**src/rtl/instruction_fetch_stage_pkg.sv**
```systemverilog
// Shared definitions for the instruction fetch stage: FSM encoding, reset vector, NOP word
// and a saturating increment used by the optional FETCH_PERF_COUNT_EN counters.
package instruction_fetch_stage_pkg;

    typedef enum logic [1:0] {
        ST_BOOT     = 2'd0,
        ST_RUN      = 2'd1,
        ST_HOLD     = 2'd2,
        ST_REDIRECT = 2'd3
    } fetch_state_e;

    localparam logic [31:0] PC_RESET_VEC = 32'h0000_0000;
    localparam logic [31:0] NOP_INSTR    = 32'h0000_0000;
    localparam logic [31:0] PC_STEP      = 32'd4;

    function automatic logic [31:0] sat_inc(input logic [31:0] v);
        return (v == 32'hFFFF_FFFF) ? v : v + 32'd1;
    endfunction

endpackage

```
**src/rtl/instruction_fetch_stage_pc_next_select.sv**
```systemverilog
// Combinational next-PC selection: redirect priority JR > branch > jump, word-aligns the
// chosen target and flags a misaligned one; otherwise the sequential PC+4.
module pc_next_select
    import instruction_fetch_stage_pkg::*;
(
    input  logic [31:0] pc,
    input  logic        branch_taken,
    input  logic [31:0] branch_target,
    input  logic        jump,
    input  logic [31:0] jump_target,
    input  logic        jr,
    input  logic [31:0] jr_target,
    output logic [31:0] next_pc,
    output logic        redirect,
    output logic        misaligned
);

    logic [31:0] target;

    always_comb begin
        target   = '0;
        redirect = jr | branch_taken | jump;
        if (jr) begin
            target = jr_target;
        end else if (branch_taken) begin
            target = branch_target;
        end else if (jump) begin
            target = jump_target;
        end
        misaligned = redirect && (target[1:0] != 2'b00);
        next_pc    = redirect ? {target[31:2], 2'b00} : pc + PC_STEP;
    end

endmodule

```
**src/rtl/instruction_fetch_stage.sv**
```systemverilog
// Instruction fetch stage with PC register, IF/ID pipeline register and fetch FSM.
// Optional macro FETCH_PERF_COUNT_EN adds saturating fetch/stall/flush counters.
module instruction_fetch_stage
    import instruction_fetch_stage_pkg::*;
(
    input  logic        Clk,
    input  logic        Reset_n,
    input  logic        Stall,
    input  logic        Branch_Taken,
    input  logic [31:0] Branch_Target,
    input  logic        Jump,
    input  logic [31:0] Jump_Target,
    input  logic        JR,
    input  logic [31:0] JR_Target,
    output logic [31:0] Imem_Addr,
    input  logic [31:0] Imem_Data,
    output logic [31:0] IF_ID_Instruction,
    output logic [31:0] IF_ID_PC_Plus4,
    output logic        IF_ID_Valid,
    output logic [5:0]  Opcode,
    output logic [5:0]  Function,
    output logic [1:0]  Fetch_State,
`ifdef FETCH_PERF_COUNT_EN
    output logic [31:0] Fetch_Count,
    output logic [31:0] Stall_Count,
    output logic [31:0] Flush_Count,
`endif
    output logic        Addr_Fault
);

    fetch_state_e state_q, state_d;
    logic [31:0]  pc_q, pc_d;
    logic [31:0]  instr_q, instr_d;
    logic [31:0]  pc4_q, pc4_d;
    logic         valid_q, valid_d;
    logic         fault_q, fault_d;

    logic [31:0]  sel_next_pc;
    logic         sel_redirect;
    logic         sel_misaligned;
    logic         act_advance, act_stall, act_redirect;

    pc_next_select u_pc_next_select (
        .pc            (pc_q),
        .branch_taken  (Branch_Taken),
        .branch_target (Branch_Target),
        .jump          (Jump),
        .jump_target   (Jump_Target),
        .jr            (JR),
        .jr_target     (JR_Target),
        .next_pc       (sel_next_pc),
        .redirect      (sel_redirect),
        .misaligned    (sel_misaligned)
    );

    always_ff @(posedge Clk) begin
        if (!Reset_n) begin
            state_q <= ST_BOOT;
        end else begin
            state_q <= state_d;
        end
    end

    always_comb begin
        state_d = state_q;
        case (state_q)
            ST_BOOT: state_d = ST_RUN;
            default: begin
                if (sel_redirect) begin
                    state_d = ST_REDIRECT;
                end else if (Stall) begin
                    state_d = ST_HOLD;
                end else begin
                    state_d = ST_RUN;
                end
            end
        endcase
    end

    // BOOT suppresses every action, so requests made then are simply dropped.
    always_comb begin
        act_redirect = (state_q != ST_BOOT) && sel_redirect;
        act_stall    = (state_q != ST_BOOT) && !sel_redirect && Stall;
        act_advance  = (state_q != ST_BOOT) && !sel_redirect && !Stall;
    end

    always_comb begin
        pc_d    = pc_q;
        instr_d = instr_q;
        pc4_d   = pc4_q;
        valid_d = valid_q;
        fault_d = fault_q;
        if (act_redirect) begin
            pc_d    = sel_next_pc;
            instr_d = NOP_INSTR;
            valid_d = 1'b0;
            fault_d = fault_q | sel_misaligned;
        end else if (act_advance) begin
            pc_d    = sel_next_pc;
            instr_d = Imem_Data;
            pc4_d   = sel_next_pc;
            valid_d = 1'b1;
        end
    end

    always_ff @(posedge Clk) begin
        if (!Reset_n) begin
            pc_q    <= PC_RESET_VEC;
            instr_q <= NOP_INSTR;
            pc4_q   <= '0;
            valid_q <= 1'b0;
            fault_q <= 1'b0;
        end else begin
            pc_q    <= pc_d;
            instr_q <= instr_d;
            pc4_q   <= pc4_d;
            valid_q <= valid_d;
            fault_q <= fault_d;
        end
    end

    assign Imem_Addr         = pc_q;
    assign IF_ID_Instruction = instr_q;
    assign IF_ID_PC_Plus4    = pc4_q;
    assign IF_ID_Valid       = valid_q;
    assign Opcode            = instr_q[31:26];
    assign Function          = instr_q[5:0];
    assign Fetch_State       = state_q;
    assign Addr_Fault        = fault_q;

`ifdef FETCH_PERF_COUNT_EN
    // Index 0 = advance, 1 = stall, 2 = redirect.
    logic [2:0]        cnt_inc;
    logic [2:0][31:0]  cnt_all;

    assign cnt_inc = {act_redirect, act_stall, act_advance};

    for (genvar gi = 0; gi < 3; gi++) begin : g_cnt
        logic [31:0] cnt_q, cnt_d;

        always_comb begin
            cnt_d = cnt_inc[gi] ? sat_inc(cnt_q) : cnt_q;
        end

        always_ff @(posedge Clk) begin
            if (!Reset_n) begin
                cnt_q <= '0;
            end else begin
                cnt_q <= cnt_d;
            end
        end

        assign cnt_all[gi] = cnt_q;
    end

    assign Fetch_Count = cnt_all[0];
    assign Stall_Count = cnt_all[1];
    assign Flush_Count = cnt_all[2];
`endif

endmodule

```
**config.mk**
```make
export PLATFORM = sky130hd
export DESIGN_NAME = instruction_fetch_stage
export DESIGN_NICKNAME = d
export VERILOG_FILES = /design/src/rtl/instruction_fetch_stage_pkg.sv /design/src/rtl/instruction_fetch_stage_pc_next_select.sv /design/src/rtl/instruction_fetch_stage.sv
export SDC_FILE = /design/constraint.sdc
export NUM_CORES = 1
export LEC_CHECK = 0
export ABC_CLOCK_PERIOD_IN_PS = 6300
export BUFFER_PORTS_ARGS = -buffer_cell sky130_fd_sc_hd__buf_4
export CORE_MARGIN = 2
export CORE_UTILIZATION = 40
export CTS_BUF_LIST = sky130_fd_sc_hd__clkbuf_4 sky130_fd_sc_hd__clkbuf_8 sky130_fd_sc_hd__clkbuf_16
export DETAILED_ROUTE_END_ITERATION = 7
export PLACE_DENSITY_LB_ADDON = 0.25
export SKIP_CTS_REPAIR_TIMING = 1
export SYNTH_ARGS = -nofsm -noshare
export SYNTH_HDL_FRONTEND = slang
export SYNTH_HIERARCHICAL = 1
export SYNTH_SLANG_ARGS = --single-unit
```
**constraint.sdc**
```tcl
create_clock -name Clk -period 6.3 [get_ports Clk]
set_input_delay 0.63 -clock Clk [delete_from_list [all_inputs] [get_ports Clk]]
set_output_delay 0.63 -clock Clk [all_outputs]
set_load 0.02 [all_outputs]
```
After elaboration in Yosys (flattened, before gate mapping). Index checks and enable logic that the tools add are counted.

Reduce and logical (&&, ||, !) cells: 13. $add $sub $neg: 1. Bitwise gates (word level): 5. Multiplexer cells: 9.

Operator list (count): $mux 32 (6); $add 32x3->32 const B (1); $reduce_bool 2->1 (3); $logic_and 1x1->1 (4); $mux 2 (2); $reduce_or 2->1 (2); $or 1x1->1 (3); $logic_not 1->1 (2); $logic_not 2->1 (1); $not 1->1 (2); $reduce_and 2->1 (1); $mux 1 (1).

Register bits after elaboration: 100. Output and inout bits: 112.

Logic depth before layout (Yosys ltp).
Depth after elaboration: 7. Depth in mapped cells: 9.

Hierarchy. The synthesis kept the hierarchy.

By module, submodules not included: instruction_fetch_stage (area an instance 3673.5 µm², times used 1, sequential area each 2001.9 µm², cells an instance 345); pc_next_select (area an instance 1333.8 µm², times used 1, sequential area each 0.0 µm², cells an instance 216).

Least setup slack after synthesis. No wires, ideal clock.

Path kind: input port to flip-flop. From: in Branch_Taken. To: reg pc_q[0], in the netlist Imem_Addr[0]. Path slack: 3.867 ns. Stages: 8. Buffers on the path: 3. Data arrival time: 2.361 ns. Cell sequence: clkbuf_1 nor3_2 inv_1 clkbuf_1 inv_2 a21oi_4 buf_12 mux2i_1.

Cells in the longest elaborated chain, start to end: 6. Elaborated cells between the ends (all ways): 10. Classes of those cells: mux (3); bitwise (2); reduce/logical (5).

Ends and longest elaborated chain: from (decl) (line instruction_fetch_stage.sv:9) `input logic Branch_Taken,`; $or 1x1->1 * (2 in a row) (line instruction_fetch_stage_pc_next_select.sv:22) `redirect = jr | branch_taken | jump;`; named net sel_redirect (line instruction_fetch_stage.sv:39) `logic sel_redirect;`; $logic_not 1->1 (line instruction_fetch_stage.sv:84) `act_advance = (state_q != ST_BOOT) && !sel_redirect && !Stall;`; $logic_and 1x1->1 (2 in a row) (line instruction_fetch_stage.sv:84); $reduce_bool 2->1 (no line); to (signal assigned) (line instruction_fetch_stage.sv:114) `pc_q <= pc_d;`; to (decl) (line instruction_fetch_stage.sv:32) `logic [31:0] pc_q, pc_d;`.

The timed path passes the listed nets; every way through them passes the cells marked *. The select of a mux whose other input is x is not followed. A chain may end at the register's enable or synchronous reset.

Final worst setup path.
From: in JR. To: reg instr_q[19], in the netlist IF_ID_Instruction[19].

Cells in the longest elaborated chain, start to end: 5. Elaborated cells between the ends (all ways): 7. Classes of those cells: bitwise (2); reduce/logical (5).

Ends and longest elaborated chain: from (decl) (line instruction_fetch_stage.sv:13) `input logic JR,`; $or 1x1->1 * (2 in a row) (line instruction_fetch_stage_pc_next_select.sv:22); named net sel_redirect (line instruction_fetch_stage.sv:39); $logic_not 1->1 (line instruction_fetch_stage.sv:84); $logic_and 1x1->1 (2 in a row) (line instruction_fetch_stage.sv:84); to (signal assigned) (line instruction_fetch_stage.sv:115) `instr_q <= instr_d;`; to (decl) (line instruction_fetch_stage.sv:33) `logic [31:0] instr_q, instr_d;`.

The timed path passes the listed nets; every way through them passes the cells marked *.

==> summary.txt <==
Clock network
  – CTS tree: yes
  – CTS clk-pin slew, worst paths: 0.07 ns
  – TritonCTS buffer count: 9
  – # H-tree levels: 3
  – Latest clock arrival within the worst-skew pair: 0.35 ns
  – Clk sinks: 100
  – Longest Clk Path Bufs: 2
  – Clock root cell: clkbuf_16

Routing
  – Met3 wire len: 1470 um
  – Met1 WL: 6580 um
  – Total Wirelength: 16,300 um
  – Top Layer Used: met4
  – Vias: about 5,000
  – Drt pass-1 iters: 5
  – Initial DRC Count: ~300
  – Antenna-violating nets left: 0
  – DR WL met2: 7910 um
  – Post-DR wirelength/cell: 17.3 um
  – Post-route DRC: 0
  – Vias/cell: about 5.3

Synthesis
  – Synthesized instance count: 561
  – Main synth FF type: dfxtp_1
  – EDFF count, synth: 0
  – Area contributors post-synth: dfxtp_1 40%, mux2i_1 13%, nand2_1 9.4%, a22o_1 5.6%, o221ai_1 3.5%
  – Avg Cell Area, Syn: 8.93 um2
  – Syn nets: 696
  – Post-synth ARST share: 0%
  – Yosys warning total: 6
  – Synth cell types: 43
  – FF+latch count, synth: 100
  – Synthesized area: 5010 um2
  – Synth area leader: dfxtp_1
  – Yosys top cell area share: 40.0%
  – Post-synthesis sequential area ratio: 40.0%

Power
  – Combinational share of power: between 10% and 20%
  – Total Power: 0.00155 W
  – Net Sw Power: 0.000439 W
  – Reg power frac: about 45%
  – Internal power: 0.00111 W
  – Pleak: between 3 and 4 nW
  – PwrDens: 219 nW/um2
  – Switching Share: 28.4%
  – VDD IR max: around 0.00013 V
  – Clock share of power: between 30% and 40%

Floorplanning
  – Die ar.: 13,400 um2
  – Die width: 116 um
  – Initial Util: 41.3%
  – Core ar.: 12,100 um2
  – Io pins: 246
  – Row Count: 40
  – Die H: 116 um

Worst setup path
  – Startpoint Class: primary input
  – R2r startpoint: Imem_Addr[2]
  – CP peak stage delay: 0.95 ns
  – Critical path class: in2reg
  – Slowest stage cell, crit path: nor3_4
  – Critical path cell sequence: buf_4 > nor3_2 > inv_1 > buf_4 > nor3_4 > a22o_1
  – Req. time, crit path: 6.59 ns
  – CP Capture Type: register
  – Buf/Inv on CP: 3
  – Critical Path Source: JR
  – Data arrival, critical path: approximately 3.2 ns
  – Delay-heaviest family, CP: simple AND/OR/NAND/NOR gates
  – Most frequent CP cell: buf_4
  – Maximum fanout along the worst path: 60

STA
  – RSZ-0062 raised after global routing: no
  – Slew Limit Fails: 0
  – Worst relative slew slack: a little under a quarter
  – Hold Violations, Final: 0
  – Post-layout min period: 2.92 ns
  – Setup_tns: 0 ns
  – Worst Tran Pin Value: 1.15 ns
  – Tcrit/Tclk final: 46.3%
  – Clock Skews: 0.00571 ns
  – Final Setup Violations: 0
  – Fmax: around 340 MHz
  – Hold slack: 0.461 ns

GRT
  – Total gr overflow: 0
  – First-pass GRT wire length: 24,900 um
  – Vias in the first global route: 4,784
  – Largest net degree at the start of global routing: 100
  – Initial antenna violation count: 0
  – Gr usage total: between 20% and 30%

Worst hold path
  – Hold Crit Class: reg2reg
  – HP Start: IF_ID_PC_Plus4[16]

Job
  – Max cap viols: 0

Place
  – DP Wirelength: roughly 12,000 um
  – Gpl congestion: 0.882
  – Port Buf Inserts: ~250
  – Placed cell count: 922

Final layout
  – Finished Layout Cells: 938
  – Area grow syn2layout: 40.9%
  – Layout cells sized above 1: 36.5%
  – Commonest non-fill, non-tap cell in the layout: buf_4
  – Antenna diodes: 0
  – Fill count: 1,117
  – Commonest non-fill, non-tap cells in the layout: 248 x buf_4, 126 x nand2_1, 100 x dfxtp_1
  – Final design utilization: 58.2%
  – Nets: 900

Status
  – Status: completed
## through the flow
step,instance area [um2],worst slack (ns)
6_report,7050,3.38
5_1_grt,7050,3.12
4_1_cts,7050,3.39
3_5_place_dp,6740,3.04
3_3_place_gp,6740,3.21
2_1_floorplan,5010,3.87
## worst register-to-register path, stage by stage (launching register included)
cell and delay [ns]:
dfxtp_1 0.44, ha_1 0.25, and4_1 0.30, nand3_1 0.40, nor3_1 0.37, xnor2_1 0.15
o221ai_1 0.13, nand2_1 0.12, mux2i_1 0.09
## worst paths after layout
path                           endpoint  slack, ns  cells after the start
setup / recovery  IF_ID_Instruction[19]       3.38                      6
hold / removal       IF_ID_PC_Plus4[16]       0.46                      2
setup reg to reg     IF_ID_PC_Plus4[24]       3.92                      8
hold reg to reg      IF_ID_PC_Plus4[16]       0.46                      2
## synth_stat cells (9+ instances only)
cell	number
buf_4	15
a21oi_1	19
xor2_1	9
o221ai_1	20
o22ai_1	11
nor2_1	21
mux2i_1	64
a22o_1	32
clkbuf_1	23
dfxtp_1	100
nand2_1	126
a22oi_1	20
nand3_1	10
xnor2_1	19
## sequential cells by signal, indices dropped and copies added (netlist names)
name,flops
IF_ID_PC_Plus4,32
IF_ID_Instruction,32
IF_ID_Valid,1
Imem_Addr,32
Fetch_State,2
Addr_Fault,1
## final cells by class
| class | instances | area [um2] | share of cell area (%) |
|---|---|---|---|
| multi-input cells | 397 | 2640 | 37.4 |
| well taps | 168 | 210 | 2.98 |
| clock buffers | 9 | 225 | 3.19 |
| repair buffers | 248 | 1860 | 26.4 |
| inverters | 9 | 33.8 | 0.479 |
| clock inverters | 7 | 83.8 | 1.19 |
| flip-flops and latches | 100 | 2000 | 28.4 |
## power by group through the flow
stage               Clock, W  Combinational (W)  Sequential [W]
floorplan                  0           0.000128        0.000724
global route        0.000614           0.000301        0.000693
detailed placement         0           0.000278        0.000703
CTS                 0.000589           0.000279        0.000688
global placement           0           0.000275        0.000701
finish              0.000577           0.000279        0.000689
## layer usage
| metal | track usage (%) | vias to the layer above |
|---|---|---|
| li1 | - | 2384 |
| met1 | 29.1 | 2329 |
| met2 | 41.1 | 246 |
| met3 | 5.54 | 19 |
| met4 | 8.02 | 0 |
| met5 | 0 | - |
## logic make-up (layout without fill, tap and decap cells)
kind of cell	Yosys count	count (layout)	synth area share, %
adder cells (fa/ha/maj)	1	1	0.250
AO/OA/AOI/OAI	112	112	16.8
flip-flops	100	100	40.0
buffers and inverters	64	273	7.67
XOR/XNOR	28	28	4.90
multiplexers	64	64	12.8
AND/OR/NAND/NOR	192	192	17.6
Power figures use the tool's default switching activity.
